**config.mk**
```make
export PLATFORM = sky130hd
export DESIGN_NAME = window_pool_comparator
export DESIGN_NICKNAME = d
export VERILOG_FILES = /design/src/rtl/window_pool_comparator.sv
export SDC_FILE = /design/constraint.sdc
export NUM_CORES = 1
export LEC_CHECK = 0
export ABC_AREA = 1
export CORE_AREA = 2 2 69 71
export DETAILED_ROUTE_END_ITERATION = 8
export DIE_AREA = 0 0 71 73
export PLACE_DENSITY = 0.86
export SLEW_MARGIN = 25
export SYNTH_ARGS = -nofsm -noshare
export SYNTH_HDL_FRONTEND = slang
export SYNTH_SLANG_ARGS = --single-unit
export TNS_END_PERCENT = 20
```
**constraint.sdc**
```tcl
create_clock -name CLK -period 3.1 [get_ports CLK]
set_input_delay 0.62 -clock CLK [delete_from_list [all_inputs] [get_ports CLK]]
set_output_delay 0.62 -clock CLK [all_outputs]
set_load 0.05 [all_outputs]
```
**src/rtl/window_pool_comparator.sv**
```systemverilog
// Streaming window reducer: emits the max or min of each WINDOW-sample group with
// its first-occurrence index and sample count; FLUSH closes a partial window early.
module window_pool_comparator #(
    parameter int DATA_W = 16,
    parameter int WINDOW = 4,
    parameter bit SIGNED = 1'b0,
    parameter int IDX_W  = (WINDOW < 3) ? 1 : $clog2(WINDOW)
) (
    input  logic              CLK,
    input  logic              RST_POOL,
    input  logic              EN_POOL,
    input  logic              MODE,
    input  logic              FLUSH,
    input  logic [DATA_W-1:0] In_Data,
    input  logic              In_Valid,
    output logic              In_Ready,
    output logic [DATA_W-1:0] Out_Data,
    output logic [IDX_W-1:0]  Out_Index,
    output logic [IDX_W:0]    Out_Count,
    output logic              Out_Valid,
    input  logic              Out_Ready
);

    localparam logic [IDX_W-1:0] LAST_IDX = IDX_W'(WINDOW - 1);
    localparam logic [IDX_W-1:0] ONE_IDX  = IDX_W'(1);
    localparam logic [IDX_W:0]   ONE_CNT  = (IDX_W + 1)'(1);

    // Strict comparison, so ties keep the earlier sample.
    function automatic logic better(input logic [DATA_W-1:0] a,
                                    input logic [DATA_W-1:0] b,
                                    input logic              mode_min);
        logic gt;
        logic lt;
        if (SIGNED) begin
            gt = $signed(a) > $signed(b);
            lt = $signed(a) < $signed(b);
        end else begin
            gt = a > b;
            lt = a < b;
        end
        return mode_min ? lt : gt;
    endfunction

    logic [IDX_W-1:0]  count_q, count_d;
    logic [DATA_W-1:0] best_q, best_d;
    logic [IDX_W-1:0]  best_idx_q, best_idx_d;
    logic              mode_q, mode_d;
    logic [DATA_W-1:0] out_data_q, out_data_d;
    logic [IDX_W-1:0]  out_idx_q, out_idx_d;
    logic [IDX_W:0]    out_cnt_q, out_cnt_d;
    logic              out_vld_q, out_vld_d;

    logic              in_ready;
    logic              accept;
    logic              flush_take;
    logic              first;
    logic              take_new;
    logic              close;
    logic [DATA_W-1:0] cand_data;
    logic [IDX_W-1:0]  cand_idx;

    always_comb begin
        in_ready   = ~RST_POOL & EN_POOL & (~out_vld_q | Out_Ready);
        accept     = In_Valid & in_ready;
        flush_take = FLUSH & in_ready;
        first      = (count_q == '0);
        take_new   = first | better(In_Data, best_q, mode_q);
        cand_data  = take_new ? In_Data : best_q;
        cand_idx   = take_new ? count_q : best_idx_q;
        close      = (accept & (count_q == LAST_IDX)) | (flush_take & (accept | ~first));

        count_d    = count_q;
        best_d     = best_q;
        best_idx_d = best_idx_q;
        mode_d     = mode_q;
        out_data_d = out_data_q;
        out_idx_d  = out_idx_q;
        out_cnt_d  = out_cnt_q;
        out_vld_d  = out_vld_q;

        if (close) begin
            // Result register is free here: in_ready guarantees it is empty or draining.
            out_data_d = accept ? cand_data : best_q;
            out_idx_d  = accept ? cand_idx : best_idx_q;
            out_cnt_d  = accept ? ({1'b0, count_q} + ONE_CNT) : {1'b0, count_q};
            out_vld_d  = 1'b1;
            count_d    = '0;
        end else begin
            if (accept) begin
                best_d     = cand_data;
                best_idx_d = cand_idx;
                count_d    = count_q + ONE_IDX;
                if (first) begin
                    mode_d = MODE;
                end
            end
            if (out_vld_q & Out_Ready) begin
                out_vld_d = 1'b0;
            end
        end
    end

    always_ff @(posedge CLK) begin
        if (RST_POOL) begin
            count_q    <= '0;
            best_q     <= '0;
            best_idx_q <= '0;
            mode_q     <= 1'b0;
            out_data_q <= '0;
            out_idx_q  <= '0;
            out_cnt_q  <= '0;
            out_vld_q  <= 1'b0;
        end else begin
            count_q    <= count_d;
            best_q     <= best_d;
            best_idx_q <= best_idx_d;
            mode_q     <= mode_d;
            out_data_q <= out_data_d;
            out_idx_q  <= out_idx_d;
            out_cnt_q  <= out_cnt_d;
            out_vld_q  <= out_vld_d;
        end
    end

    assign In_Ready  = in_ready;
    assign Out_Data  = out_data_q;
    assign Out_Index = out_idx_q;
    assign Out_Count = out_cnt_q;
    assign Out_Valid = out_vld_q;

endmodule

```
==> Word-level counts from Yosys, hierarchy flattened <==
Cells that the tools add are included.
{ "word_totals": {"regBits": 43, "in_bits": 23, "output_inout_bits": 23, "word_cells": 40} }
{ "classes": {"n_addsub": 2, "magnitude_cmp": 2, "eq_ne": 1, "mux": 8, "n_bitwise": 15, "reduce_logical": 4} }
{ "ops": {"columns": ["cell", "count"], "rows": [
  ["$mux 16", 2],
  ["$gt 16x16->1", 1],
  ["$lt 16x16->1", 1],
  ["$and 1x1->1", 7],
  ["$mux 2", 2],
  ["$not 1->1", 4],
  ["$or 1x1->1", 4],
  ["$add 2x1->3 const B", 1],
  ["$mux 1", 3],
  ["$mux 3", 1],
  ["$reduce_and 3->1", 1],
  ["$add 2x1->2 const B", 1],
  ["$eq 2x2->1 const B", 1],
  ["$logic_not 2->1", 1],
  ["$reduce_bool 2->1", 1],
  ["$reduce_or 2->1", 1]
]} }

==> Logic depth before layout (Yosys ltp) <==
{ "depth": {"ltp_word": 9, "ltp_mapped": 18, "ltp_nobuf": 17} }

==> Worst setup path before layout <==
OpenSTA, ideal clock, no wires.
{ "synth_path": {"kind": "input-to-reg", "start": "input In_Data[11]", "end": "register out_data_q[10] (netlist: Out_Data[10])", "setup_ns": 0.113, "t_arrival_ns": 1.950, "required_time_ns": 2.987, "path_slack_ns": 1.036, "cell_stages": 12, "n_path_buf": 1, "cell_sequence": "ha_1 -> a21oi_2 -> nand2_1 -> a21oi_1 -> nand2_1 -> nand2_1 -> nand3_4 -> nand2_4 -> buf_12 -> nand2_1 -> nand3_1 -> nand2_1"} }
{ "synth_between": {"elab_chain_cells": 5, "elab_cells_between_ends": 6, "classes_between": "2 x order compare; 3 x mux; 1 x bitwise"} }
{ "synth_rtl": {"columns": ["item", "line_no", "rtl"], "rows": [
  ["from (decl)", "14", "input logic [DATA_W-1:0] In_Data,"],
  ["$gt 16x16->1 or $lt 16x16->1 (tied branches)", "38, 39", null],
  ["$mux 1 (*)", "41", "return mode_min ? lt : gt;"],
  ["$or 1x1->1 (*)", "67", "take_new = first | better(In_Data, best_q, mode_q);"],
  ["$mux 16 (*)", "68", "cand_data = take_new ? In_Data : best_q;"],
  ["$mux 16 (*)", null, null],
  ["to (signal assigned)", "118", "out_data_q <= out_data_d;"],
  ["to (decl)", "48", "logic [DATA_W-1:0] out_data_q, out_data_d;"]
]} }
Mark *: on every way between the ends. The rest lies on a longest branch, timed or not.
A chain may end at the register's enable or synchronous reset.

==> Worst setup path in the final report <==
{ "layout_path": {"start": "input In_Data[11]", "end": "register best_q[13]"} }
{ "layout_between": {"elab_chain_cells": 5, "elab_cells_between_ends": 6, "classes_between": "2 x order compare; 3 x mux; 1 x bitwise"} }
{ "layout_rtl": {"columns": ["item", "line_no", "rtl"], "rows": [
  ["$gt 16x16->1 or $lt 16x16->1 (tied branches)", "38, 39", null],
  ["$mux 1 (*)", "41", null],
  ["$or 1x1->1 (*)", "67", null],
  ["$mux 16 (*)", "68", null],
  ["$mux 16 (*)", null, null],
  ["to (signal assigned)", "115", "best_q <= best_d;"],
  ["to (decl)", "45", "logic [DATA_W-1:0] best_q, best_d;"]
]} }
Marks and branches as above.

==> flow_summary.toml <==
[run_status]
status = "complete, no violations"

[floorplan]
die_y_um = 73
die_w_um = 71
initial_core_util_pct = 52.1
pin_count = 46
coreArea_um2 = 4540
die-area_um2 = 5180
row_count = 25

[sta]
drv_slew = 0
clock.fmax_ghz = 0.412
worstMarginPinSlew_ps = 510
slew-limit-headroom_pct = 65.9
tns_ps = 0
min_period_over_period_pct = 78.4
clock_skew_ps = 6.07
holdWs_ps = 452
finalHoldViolations = 0
setup_viol = 0
min_period_ps = 2430
rsz0062_at_grt = "false"

[worst_setup_path]
crit_type = "input pin to flop"
crit_path_max_fanout = 13
crit_path_start_kind = "input pin"
r2r-start = "best_q[11]$_SDFFE_PP0N_"
cp.required_ps = 3280
end_kind = "flop"
r2r_cells = 11
arrival_ps = 2610
reg2reg_slack_ps = 1080
reg2reg_to = "best_q[13]$_SDFFE_PP0N_"

[hold_path]
hp-class = "flop to flop"
hold_path_end = "Out_Data[12]$_SDFFE_PP0P_"
hold_depth = 2
worstHoldStart = "Out_Data[12]$_SDFFE_PP0P_"

[yosys]
yosys.area_share.adder_pct = 9.52
synth_top_family_by_area = "simple AND/OR/NAND/NOR gates"
ys_ff_latch = 43
syn_nets = 373
ys_warn_count = 0
syn-instance-count = 332
synth_xor_area_share_pct = 0.370
yosys.area_share.simple_pct = 36.1
muxShareOfSynthArea_pct = 0
synth_compound_area_share_pct = 3.81
syn-cell-area_um2 = 2360
synthDistinctLibCells = 29
avgSynthCellArea_um2 = 7.12
yosysSeqAreaShare_pct = 36.4

[drt]
drtIter0Drc = 116
routed_via_density = 4.99
drc = 0
num_vias = 2156
firstDrtPassIters = 4
ant_nets = 0
routed_wl_um = 4950
wl_per_cell_um = 11.5

[layout]
drive_gt1_share_pct = 7.41
fin_nets = 418
diodes = 0
final_cell_mix = "110 x nand2_1, 56 x nand3_1, 51 x inv_1"
mostFrequentLayoutCell = "nand2_1"
syn_to_final_growth_pct = 22.1

[placed_design]
portBuffers = 45
gp_congestion = 0.853
detailed_place_hpwl_um = 3640

[clock_tree]
cts_setup_buffers = 0
clock-sinks = 43
htreeDepth = 2
tritoncts = "done"
cts_buffers = 5
hold_buffers = 0
cts_resized = 0
insertion_delay_ps = 290
cts_buffer_depth = 2
clk_pin_slew_worst_paths_ps = 80
cts_root_buf = "clkbuf_8"

[grt]
grt_max_degree = 24
grt_pass1_wl_um = 8400
gr-total-overflow = 0
grt_usage_pct = 20.2
first_global_vias = 2023
antenna_found_initial = 0

[job]
maxCapViolations = 0

[pwr]
p_per_area_nw_per_um2 = 425
irDropWorstVdd_mv = 0.273
p_leak_nw = 1.46
flip-flops by register name, summed over array words and instances (netlist names):
name        cells
Out_Data       16
best_q         16
Out_Count       3
Out_Index       2
best_idx_q      2
count_q         2
Out_Valid       1
mode_q          1
how the worst max path moves through the flow:
stage | start | end | slack [ps]
6_report | In_Data[11] | best_q[13]$_SDFFE_PP0N_ | 670
5_1_grt | In_Data[13] | Out_Data[9]$_SDFFE_PP0P_ | 500
4_1_cts | In_Data[9] | best_q[13]$_SDFFE_PP0N_ | 670
3_5_place_dp | In_Data[9] | best_q[13]$_SDFFE_PP0N_ | 390
3_3_place_gp | In_Data[11] | Out_Data[3]$_SDFFE_PP0P_ | 450
2_1_floorplan | In_Data[11] | Out_Data[10]$_SDFFE_PP0P_ | 1040
metrics by stage:
step	worst slack [ps]	utilization, %	cells	power, W	area, µm²
2_1_floorplan	1040	-	332	0.000779	2360
3_3_place_gp	452	61.5	424	0.000842	2790
3_5_place_dp	389	61.5	424	0.000850	2790
4_1_cts	674	63.7	432	0.00124	2890
5_1_grt	502	63.7	432	0.00129	2890
6_report	671	63.7	432	0.00123	2890
worst max-delay path, cell delays in order:
cell	delay, ps
clkdlybuf4s50_1	440
ha_1	350
a21oi_2	150
nand2_1	60
a21oi_1	180
nand3_1	150
nand3_4	150
buf_4	210
nand3_1	120
nand3_1	100
nand2_1	70
Yosys cell counts, drive strengths merged:
| cell | count | area (µm²) |
|---|---|---|
| nand2 | 118 | 473 |
| nand3 | 57 | 298 |
| inv | 52 | 195 |
| dfxtp | 43 | 861 |
| ha | 18 | 225 |
| nor2 | 13 | 66.3 |
| buf | 9 | 90.1 |
| a21oi | 7 | 38.8 |
| o21ai | 5 | 25.0 |
| clkbuf | 2 | 27.5 |
| a21o | 1 | 7.51 |
| a31oi | 1 | 6.26 |
| dlymetal6s2s | 1 | 12.5 |
| nand4 | 1 | 6.26 |
| nor3 | 1 | 5.00 |
| nor4 | 1 | 6.26 |
| o211ai | 1 | 12.5 |
| xor2 | 1 | 8.76 |
power by group:
part           internal (W)  leakage, nW  switching (W)  total [W]
sequential         0.000577        0.349      0.0000135   0.000591
combinational     0.0000979         1.06       0.000151   0.000249
clock              0.000203       0.0515       0.000184   0.000388
total              0.000879         1.46       0.000349    0.00123
cell type report:
cell class | count | area [µm²]
sequential | 43 | 861
multi-input combinational | 225 | 1180
tap | 54 | 67.6
clock buffer | 8 | 100
timing repair buffer | 50 | 485
inverter | 52 | 195
fill | 388 | 1650
metal layers:
metal	part of all wire, %	track usage [%]	up-vias
met3	4.8	5.25	6
met5	0	0	-
met1	44	23.8	973
li1	-	-	1130
met4	0.85	6.92	0
met2	50	35.7	47
kinds of logic after synthesis:
| kind of cell | count (synthesis) |
|---|---|
| AOI/OAI and AO/OA | 15 |
| xor gates and xnor gates | 1 |
| adders and majority gates | 18 |
| buffers and inverters | 64 |
| DFF | 43 |
| and+or+nand+nor | 191 |
Power figures use the tool's default switching activity.
